`src/rtl/noise_arbiter.sv`:
```
// Arbitrates the explosion and shell sources for one shared noise generator.
// It also divides the 3 MHz tick down to the noise flip-flop clock enable.
module noise_arbiter #(
    parameter int EXPLO_DIV  = 48,
    parameter int SHELL_DIV  = 12,
    parameter int HOLD_TICKS = 1024
) (
    input  logic       clk,
    input  logic       reset,
    input  logic       clk_3MHz_en,
    input  logic       explo_req,
    input  logic       explo_loud,
    input  logic       shell_req,
    input  logic       shell_loud,
    output logic       noise_en,
    output logic       loud_soft,
    output logic       noise_clk_en,
    output logic [1:0] owner
);

    // state | meaning
    // IDLE  | no owner; divider free-runs at the explosion rate
    // EXPLO | explosion owns the generator; shell edges are dropped
    // SHELL | shell owns the generator; an explosion edge preempts it
    typedef enum logic [1:0] {
        IDLE  = 2'b00,
        EXPLO = 2'b01,
        SHELL = 2'b10
    } state_t;

    localparam logic [7:0]  EXPLO_LIM = 8'(EXPLO_DIV - 1);
    localparam logic [7:0]  SHELL_LIM = 8'(SHELL_DIV - 1);
    localparam logic [15:0] HOLD_INIT = 16'(HOLD_TICKS);

    state_t      state;
    state_t      state_next;
    logic        explo_q;
    logic        shell_q;
    logic        armed;
    logic        explo_edge;
    logic        shell_edge;
    logic        grant_explo;
    logic        grant_shell;
    logic        retrig;
    logic        expire;
    logic        div_clr;
    logic        div_wrap;
    logic [7:0]  div_lim;
    logic [7:0]  div;
    logic [15:0] hold;

    // armed stays low for the first clk after reset so a level already high is not an edge
    assign explo_edge  = armed & explo_req & ~explo_q;
    assign shell_edge  = armed & shell_req & ~shell_q;
    assign grant_explo = explo_edge;
    assign grant_shell = shell_edge & ~explo_edge & (state != EXPLO);
    assign retrig      = (grant_explo & (state == EXPLO)) | (grant_shell & (state == SHELL));
    assign expire      = (state != IDLE) & clk_3MHz_en & (hold <= 16'd1);
    assign div_lim     = (state == SHELL) ? SHELL_LIM : EXPLO_LIM;
    assign div_wrap    = (div >= div_lim);
    assign div_clr     = (state_next != state) | retrig;

    always_ff @(posedge clk) begin
        if (reset) begin
            state    <= IDLE;
            noise_en <= 1'b0;
        end else begin
            state    <= state_next;
            noise_en <= (state_next != IDLE);
        end
    end

    always_comb begin
        state_next = state;
        if (grant_explo) begin
            state_next = EXPLO;
        end else if (grant_shell) begin
            state_next = SHELL;
        end else if (expire) begin
            state_next = IDLE;
        end
    end

    always_comb begin
        owner        = state;
        noise_clk_en = ~reset & clk_3MHz_en & div_wrap;
    end

    always_ff @(posedge clk) begin
        if (reset) begin
            explo_q   <= 1'b0;
            shell_q   <= 1'b0;
            armed     <= 1'b0;
            hold      <= 16'd0;
            div       <= 8'd0;
            loud_soft <= 1'b0;
        end else begin
            explo_q <= explo_req;
            shell_q <= shell_req;
            armed   <= 1'b1;

            if (grant_explo || grant_shell) begin
                hold <= HOLD_INIT;
            end else if ((state != IDLE) && clk_3MHz_en && (hold != 16'd0)) begin
                hold <= hold - 16'd1;
            end

            if (grant_explo) begin
                loud_soft <= explo_loud;
            end else if (grant_shell) begin
                loud_soft <= shell_loud;
            end

            if (div_clr) begin
                div <= 8'd0;
            end else if (clk_3MHz_en) begin
                div <= div_wrap ? 8'd0 : div + 8'd1;
            end
        end
    end

endmodule

```
`config.mk`:
```
export PLATFORM = sky130hd
export DESIGN_NAME = noise_arbiter
export DESIGN_NICKNAME = d
export VERILOG_FILES = /design/src/rtl/noise_arbiter.sv
export SDC_FILE = /design/constraint.sdc
export NUM_CORES = 1
export LEC_CHECK = 0
export CORE_MARGIN = 2
export CORE_UTILIZATION = 45
export CTS_CLUSTER_DIAMETER = 30
export DETAILED_ROUTE_END_ITERATION = 10
export PLACE_DENSITY_LB_ADDON = 0.15
export SLEW_MARGIN = 20
export SYNTH_ARGS = -nofsm -noshare
export SYNTH_HDL_FRONTEND = slang
export SYNTH_SLANG_ARGS = --single-unit
```
`constraint.sdc`:
```
create_clock -name clk -period 5.63 [get_ports clk]
set_clock_uncertainty 0.15 [all_clocks]
set_input_delay 0.563 -clock clk [delete_from_list [all_inputs] [get_ports clk]]
set_output_delay 0.563 -clock clk [all_outputs]
set_load 0.05 [all_outputs]
```
==> results of run 1 <==
## metrics by stage
step | cell area [sq um] | utilization (%) | hold slack [ps] | std cells | power [uW]
after floorplan | 1653 | - | 310.0 | 186 | 326.6
after global placement | 1777 | 49.27 | 326.5 | 235 | 345.8
after detailed placement | 1777 | 49.27 | 339.2 | 235 | 350.8
after CTS | 1858 | 51.53 | 349.0 | 243 | 518.9
after global routing | 1858 | 51.53 | 389.0 | 243 | 541.8
final | 1858 | 51.53 | 349.0 | 243 | 513.2
## cells by family (layout without fill, tap and decap cells)
logic type,Yosys count,count (layout)
XOR/XNOR,7,7
AND/OR/NAND/NOR,69,69
multiplexers,3,3
adder cells (fa/ha/maj),5,5
flip-flops,31,31
AO/OA/AOI/OAI,56,56
buffers and inverters,15,24
## worst register-to-register path: stages (launching register included)
cell	delay (ps)
dfxtp_1	350
inv_1	90
ha_1	210
nor3b_1	430
nand4_1	280
or4b_1	530
a21oi_1	150
## layout make-up
type / count / area [sq um]
multi-input cells: 140 / 967.2
inverters: 5 / 18.77
flip-flops and latches: 31 / 620.6
clock inverters: 1 / 5.005
clock buffers: 7 / 76.32
well taps: 48 / 60.06
fillers: 356 / 1748
repair buffers: 11 / 110.1
## layout by cell type (no fill, tap or decap), types with 6 or more instances in the layout
cell,count
o21ai_0,8
nor2_1,9
a211oi_1,10
or3_1,6
dfxtp_1,31
nand2_1,8
or4_1,7
clkdlybuf4s50_1,11
o31ai_1,7
a21oi_1,17
## power groups by stage
stage,sequential [uW],combinational (uW),clock [uW]
floorplan,247,79.9,0
global placement,243,102,0
detailed placement,244,107,0
CTS,239,108,172
global route,241,119,182
finish,239,107,167
## registers in the layout, summed over array words and instances, names as in the netlist
signal / count
armed: 1
div: 8
explo_q: 1
hold: 16
loud_soft: 1
noise_en: 1
owner: 2
shell_q: 1
## path summary, 6_finish.rpt
check	startpoint	to
min reg2reg	hold[13]$_SDFFE_PP0P_	hold[13]$_SDFFE_PP0P_
max reg2reg	hold[0]$_SDFFE_PP0P_	hold[12]$_SDFFE_PP0P_
max	owner[0]$_SDFF_PP0_	noise_clk_en
min	hold[13]$_SDFFE_PP0P_	hold[13]$_SDFFE_PP0P_
## per-layer routing
metal | part of all wire [%] | vias to the layer above | GRT usage (%)
met2 | 49 | 16 | 33.33
met5 | 0 | - | 0
met3 | 2.8 | 4 | 4.688
met4 | 0.72 | 0 | 5.319
li1 | - | 723 | -
met1 | 48 | 651 | 24.38
==> summary.md, run 1 <==
| Metric | Value |
|---|---|
| Nets | slightly above 200 |
| CP cell instances | nor2b_1, ha_1, a211oi_1, o21a_1, nor3_1, clkdlybuf4s50_1 |
| CP Capture Type | output pin |
| Hold WC Path Type | reg2reg |
| Hold Buf Count CTS | 0 |
| Sequential area share after synthesis | 37.55% |
| HPWL Detailed | 2.524 mm |
| Core area | 3606 sq um |
| CTS buffer count | 5 |
| I/O pin total | 12 |
| Critical path arrival | 2410 ps |
| Slowest stage delay, CP | ~830 ps |
| Status | complete, no violations |
| Ant. Diodes | 0 |
| Total grt overflow | 0 |
| CP Buf/Inv Count | 1 |
| Synth top area share | 37.55% |
| Main combinational cell family by area after synthesis | simple AND/OR/NAND/NOR gates |
| Leakage | ~0.00063 uW |
| Synth Flop Type | dfxtp_1 |
| Root Driver | clkbuf_8 |
| Crit path max fanout | 10 |
| Antenna violations before repair | 0 |
| Via Count | 1,394 |
| Psw | 161.8 uW |
| Internal power | 351.4 uW |
| TritonCTS Sinks | 31 |
| Worst setup SP type | flip-flop |
| Gates resized, CTS repair | 0 |
| Post-Syn Area | 1653 sq um |
| Placement Setup Slack | 2545 ps |
| Async SR Flop Fraction | 0% |
| Worst path slowest cell | clkdlybuf4s50_1 |
| Number of DRC markers in iteration 0 | 65 |
| Pwr per Cell Area | 276.2 nW/um^2 |
| Relative slew slack | approximately 56% |
| Vias/cell | 5.737 |
| Cell count after synthesis | 186 |
| CTS clk-pin slew, worst paths | roughly 60 ps |
| Max_cap viols | 0 |
| Post-synth top area cell | dfxtp_1 |
| Yosys cell types | 46 |
| Setup TNS | 0 ps |
| Synth Area in XOR/XNOR | 3.709% |
| Pins Over Slew Limit | 0 |
| DIE AREA | approximately 4200 sq um |
| Post-DRT Antenna Nets | 0 |
| Period utilization | between 50% and 60% |
| TritonCTS clock tree | done |
| Largest net degree at the start of global routing | 18 |
| Setup WS post-layout | approximately 2500 ps |
| Gr usage total | between 10% and 20% |
| DR DRC count | 0 |
| RSZ-0062 raised after global routing | false |
| Required time worst endpoint | 4920 ps |
| Fraction of the mapped netlist area in adder cells | 3.785% |
| Bufs on Longest Clock Path | 2 |
| Die X | 64.61 microns |
| First-pass GRT wire length | 6.506 mm |
| FF+latch count, synth | 31 |
| Worst-Skew Late Latency | 280 ps |
| CP Depth | 6 |
| Fin crit period | 3124 ps |
| Sw Share | 31.53% |
| Clock network fraction of total power | 32.6% |
| Setup Crit Path Kind | reg2out |
| WL/cell | 14.38 microns |
| Comb pwr share | 20.8% |
| Fraction of synthesized area in multiplexers | 1.817% |
| Vias in the first global route | 1,448 |
| EDFF count, synth | 0 |
| Fmax | 320.1 MHz |
| Syn. warnings | 0 |
| Share of cells above drive strength 1 | around 5.6% |
| Starting density of the core | 45.84% |
| Count leader, synth | dfxtp_1 |
| Die height | 64.61 microns |
| Area grow syn2layout | 12.41% |
| Post-CTS Setup Bufs | 0 |
| Sequential share of power | 46.6% |
| Top Family by Delay on Critical Path | buffers and inverters |
| Peak supply drop | 0.0001338 V |
| H-Tree Depth | 2 |
| Endpoints failing setup | 0 |
| Synth Area in Compound Gates | 22.79% |
| Top cells by area, synth | dfxtp_1 (38%), a21oi_1 (5.1%), a211oi_1 (4.5%) |
| Top post-synthesis cells by count | dfxtp_1 (31), a21oi_1 (17), a211oi_1 (10), nor2_1 (9) |
| Tightest Pin Transition | 656.2 ps |
| Syn nets | 198 |
| Reg2Reg Setup Slack | 3370 ps |
| Hold Crit Depth | 2 |
| Port bufs | 11 |
| # rows | 22 |
| Hold Fails Final Rpt | 0 |
| Reg2Reg Depth | 6 |
| Drt total wl | 3.495 mm |
| Drt pass-1 iters | 4 |
| Simple-gate share of the synthesized area | 26.42% |
| Post-Syn Area per Cell | 8.886 sq um |
| Gpl congestion | 0.8140 |
Power figures use the tool's default switching activity.
==> run 2: changes to the inputs <==
- clock period: 5.63 -> 2.75 ns (I/O delays scaled with it)
==> run 2 against run 1 <==
Worst setup slack lost 2100 ps. Clock power grew 90%. Non-clock buffer count grew 2. Power grew 100%. Utilization grew 0.24 points. Final cell count is the same. First-iteration DRC count grew 68%. Critical path type unchanged. Largest cell class unchanged. Critical endpoint unchanged. Count of clock-buffer cells in the layout shrank 1.
==> summary.md, run 2 (synthesis results as in run 1) <==
| Metric | Value |
|---|---|
| Relative slew slack | 58.06% (was 56.06%) |
| Max reg flops | 16 (unchanged) |
| Final worst hold slack | 356.8 ps (was 349.0 ps) |
| HPWL Detailed | 2.605 mm (was 2.524 mm) |
| Via Count | 1,467 (was 1,394) |
| Reg area | 620.6 sq um (unchanged) |
| Highest-count cells in the layout ignoring fill and taps | dfxtp_1 (31), a21oi_1 (17), a211oi_1 (10), clkdlybuf4s50_1 (10), nor2_1 (9) (was dfxtp_1 (31), a21oi_1 (17), clkdlybuf4s50_1 (11)) |
| R2r startpoint | hold[0]$_SDFFE_PP0P_ (unchanged) |
| Area occupied by multi-input gates | 972.2 sq um (was 967.2 sq um) |
| TritonCTS Sinks | 31 (unchanged) |
| H-Tree Depth | 2 (unchanged) |
| Hold WC Path Type | reg2reg (unchanged) |
| Fin crit period | 2355 ps |
| Gates resized, CTS repair | 0 (unchanged) |
| Hold path startpoint | hold[12]$_SDFFE_PP0P_ (was hold[13]$_SDFFE_PP0P_) |
| DR DRC count | 0 (unchanged) |
| Antenna violations before repair | 0 (unchanged) |
| Vias/cell | 6.037 (was 5.737) |
| Drt pass-1 iters | 4 (unchanged) |
| Status | complete, no violations (unchanged) |
| Top Family by Delay on Critical Path | flip-flops (was buffers and inverters) |
| RSZ-0062 raised after global routing | false (unchanged) |
| Tightest Pin Transition | 624.3 ps (was 656.2 ps) |
| Nets | 208 (was 206) |
| Setup Crit Path Kind | reg2out (unchanged) |
| Number of DRC markers in iteration 0 | 109 (was 65) |
| Fin util | 51.77% (was 51.53%) |
| Required time worst endpoint | 2330 ps (was 4920 ps) |
| Worst setup SP type | flip-flop (unchanged) |
| CTS buffer count | 5 (unchanged) |
| Slowest stage delay, CP | 510 ps (was 830 ps) |
| Ant. Diodes | 0 (unchanged) |
| Pins Over Slew Limit | 0 (unchanged) |
| Filler cells | 362 (was 356) |
| Die X | 64.61 microns (unchanged) |
| Gpl congestion | 0.7769 (was 0.8140) |
| Largest net degree at the start of global routing | 18 (unchanged) |
| Endpoints failing setup | 0 (unchanged) |
| Worst-Skew Late Latency | 280 ps (about the same) |
| Share of cells above drive strength 1 | 7.179% (was 5.641%) |
| Core area | 3606 sq um (unchanged) |
| CP Buf/Inv Count | 1 (unchanged) |
| Starting density of the core | 45.84% (unchanged) |
| Worst path slowest cell | dfxtp_1 (was clkdlybuf4s50_1) |
| Period utilization | 85.64% |
| Max_cap viols | 0 (unchanged) |
| CP cell instances | nor2b_1, ha_1, a211oi_1, o21a_1, nor3_2, buf_4 (was nor2b_1, ha_1, a211oi_1, o21a_1, nor3_1, clkdlybuf4s50_1) |
| Port bufs | 11 (unchanged) |
| Post-DRT Antenna Nets | 0 (unchanged) |
| Total grt overflow | 0 (unchanged) |
| I/O pin total | 12 (unchanged) |
| Worst setup startpoint | owner[1]$_SDFF_PP0_ (was owner[0]$_SDFF_PP0_) |
| Gr usage total | 18.41% (was 19.45%) |
| Most flop-heavy register | hold (unchanged) |
| Commonest non-fill, non-tap cell in the layout | dfxtp_1 (unchanged) |
| Fmax | between 400 and 500 MHz |
| WL/cell | 14.74 microns (was 14.38 microns) |
| Leakage | 0.0006365 uW (was 0.0006292 uW) |
| Root Driver | clkbuf_8 (unchanged) |
| Bufs on Longest Clock Path | 2 (unchanged) |
| DIE AREA | 4174 sq um (unchanged) |
| Crit path max fanout | 9 (was 10) |
| Drt total wl | 3.582 mm (was 3.495 mm) |
| TritonCTS clock tree | done (unchanged) |
| Post-CTS Setup Bufs | 0 (unchanged) |
| Pwr per Cell Area | 551.6 nW/um^2 (was 276.2 nW/um^2) |
| Die height | 64.61 microns (unchanged) |
| CP Capture Type | output pin (unchanged) |
| Critical path arrival | 1930 ps (was 2410 ps) |
| Hold Fails Final Rpt | 0 (unchanged) |
| Hold Buf Count CTS | 0 (unchanged) |
| First-pass GRT wire length | 5.913 mm (was 6.506 mm) |
| CTS clk-pin slew, worst paths | 60 ps (about the same) |
| # rows | 22 (unchanged) |
| Area grow syn2layout | 12.94% (was 12.41%) |
| Peak supply drop | 0.0002947 V (was 0.0001338 V) |
| Setup TNS | 0 ps (unchanged) |
| Vias in the first global route | 1,305 (was 1,448) |
## run 2: cell types whose count changed in the layout (fill, tap and decap cells not counted), sizes merged
cell,previous run,this run
clkbuf,7,6
clkinv,1,0
buf,0,3
clkdlybuf4s50,11,10
## run 2: area by class of cell
type                       count  area share (%)
multi-input combinational    140           52.08
sequential                    31           33.24
timing repair buffer          13           6.568
clock buffer                   6           3.887
tap                           48           3.217
inverter                       5           1.005
## run 2: through the flow
step	power [uW]	setup slack [ps]	std cells	cell area, sq um
after detailed placement	719.4	440.4	237	1794
after CTS	1044	391.9	243	1867
final	1030	395.0	243	1867
after global placement	711.5	491.7	237	1794
after global routing	1086	291.7	243	1867
after floorplan	668.9	259.7	186	1658
## run 2: power by group
part	switching [uW]	internal, uW
logic	142	77.7
clock network	150	168
registers	23.8	468
## run 2: routing by layer
metal	wire (microns)	track usage (%)	vias to the layer above	part of all wire, %
li1	-	-	730	-
met1	1745	24.07	704	49
met2	1665	28.78	26	46
met3	104	5.208	7	2.9
met4	67	7.181	0	1.9
met5	0	0	-	0
## run 2: worst register-to-register path, stage by stage, from the launching register on
cell	delay (ps)
dfxtp_1	400
inv_1	80
ha_1	240
nor3b_1	190
and4_1	400
or4b_1	560
a21oi_1	150
## run 2: path summary, 6_finish.rpt
path / to / slack (ps) / depth (start not counted)
worst max-delay path: noise_clk_en / 400 / 6
worst min-delay path: hold[12]$_SDFFE_PP0P_ / 360 / 2
worst max register to register: hold[15]$_SDFFE_PP0P_ / 510 / 6
worst min register to register: hold[12]$_SDFFE_PP0P_ / 360 / 2
==> run 3: changes to the inputs <==
- CTS_CLUSTER_SIZE: default -> 8
==> results of run 3 <==
The final DEF is identical to that of run 2; final timing and power are the same.
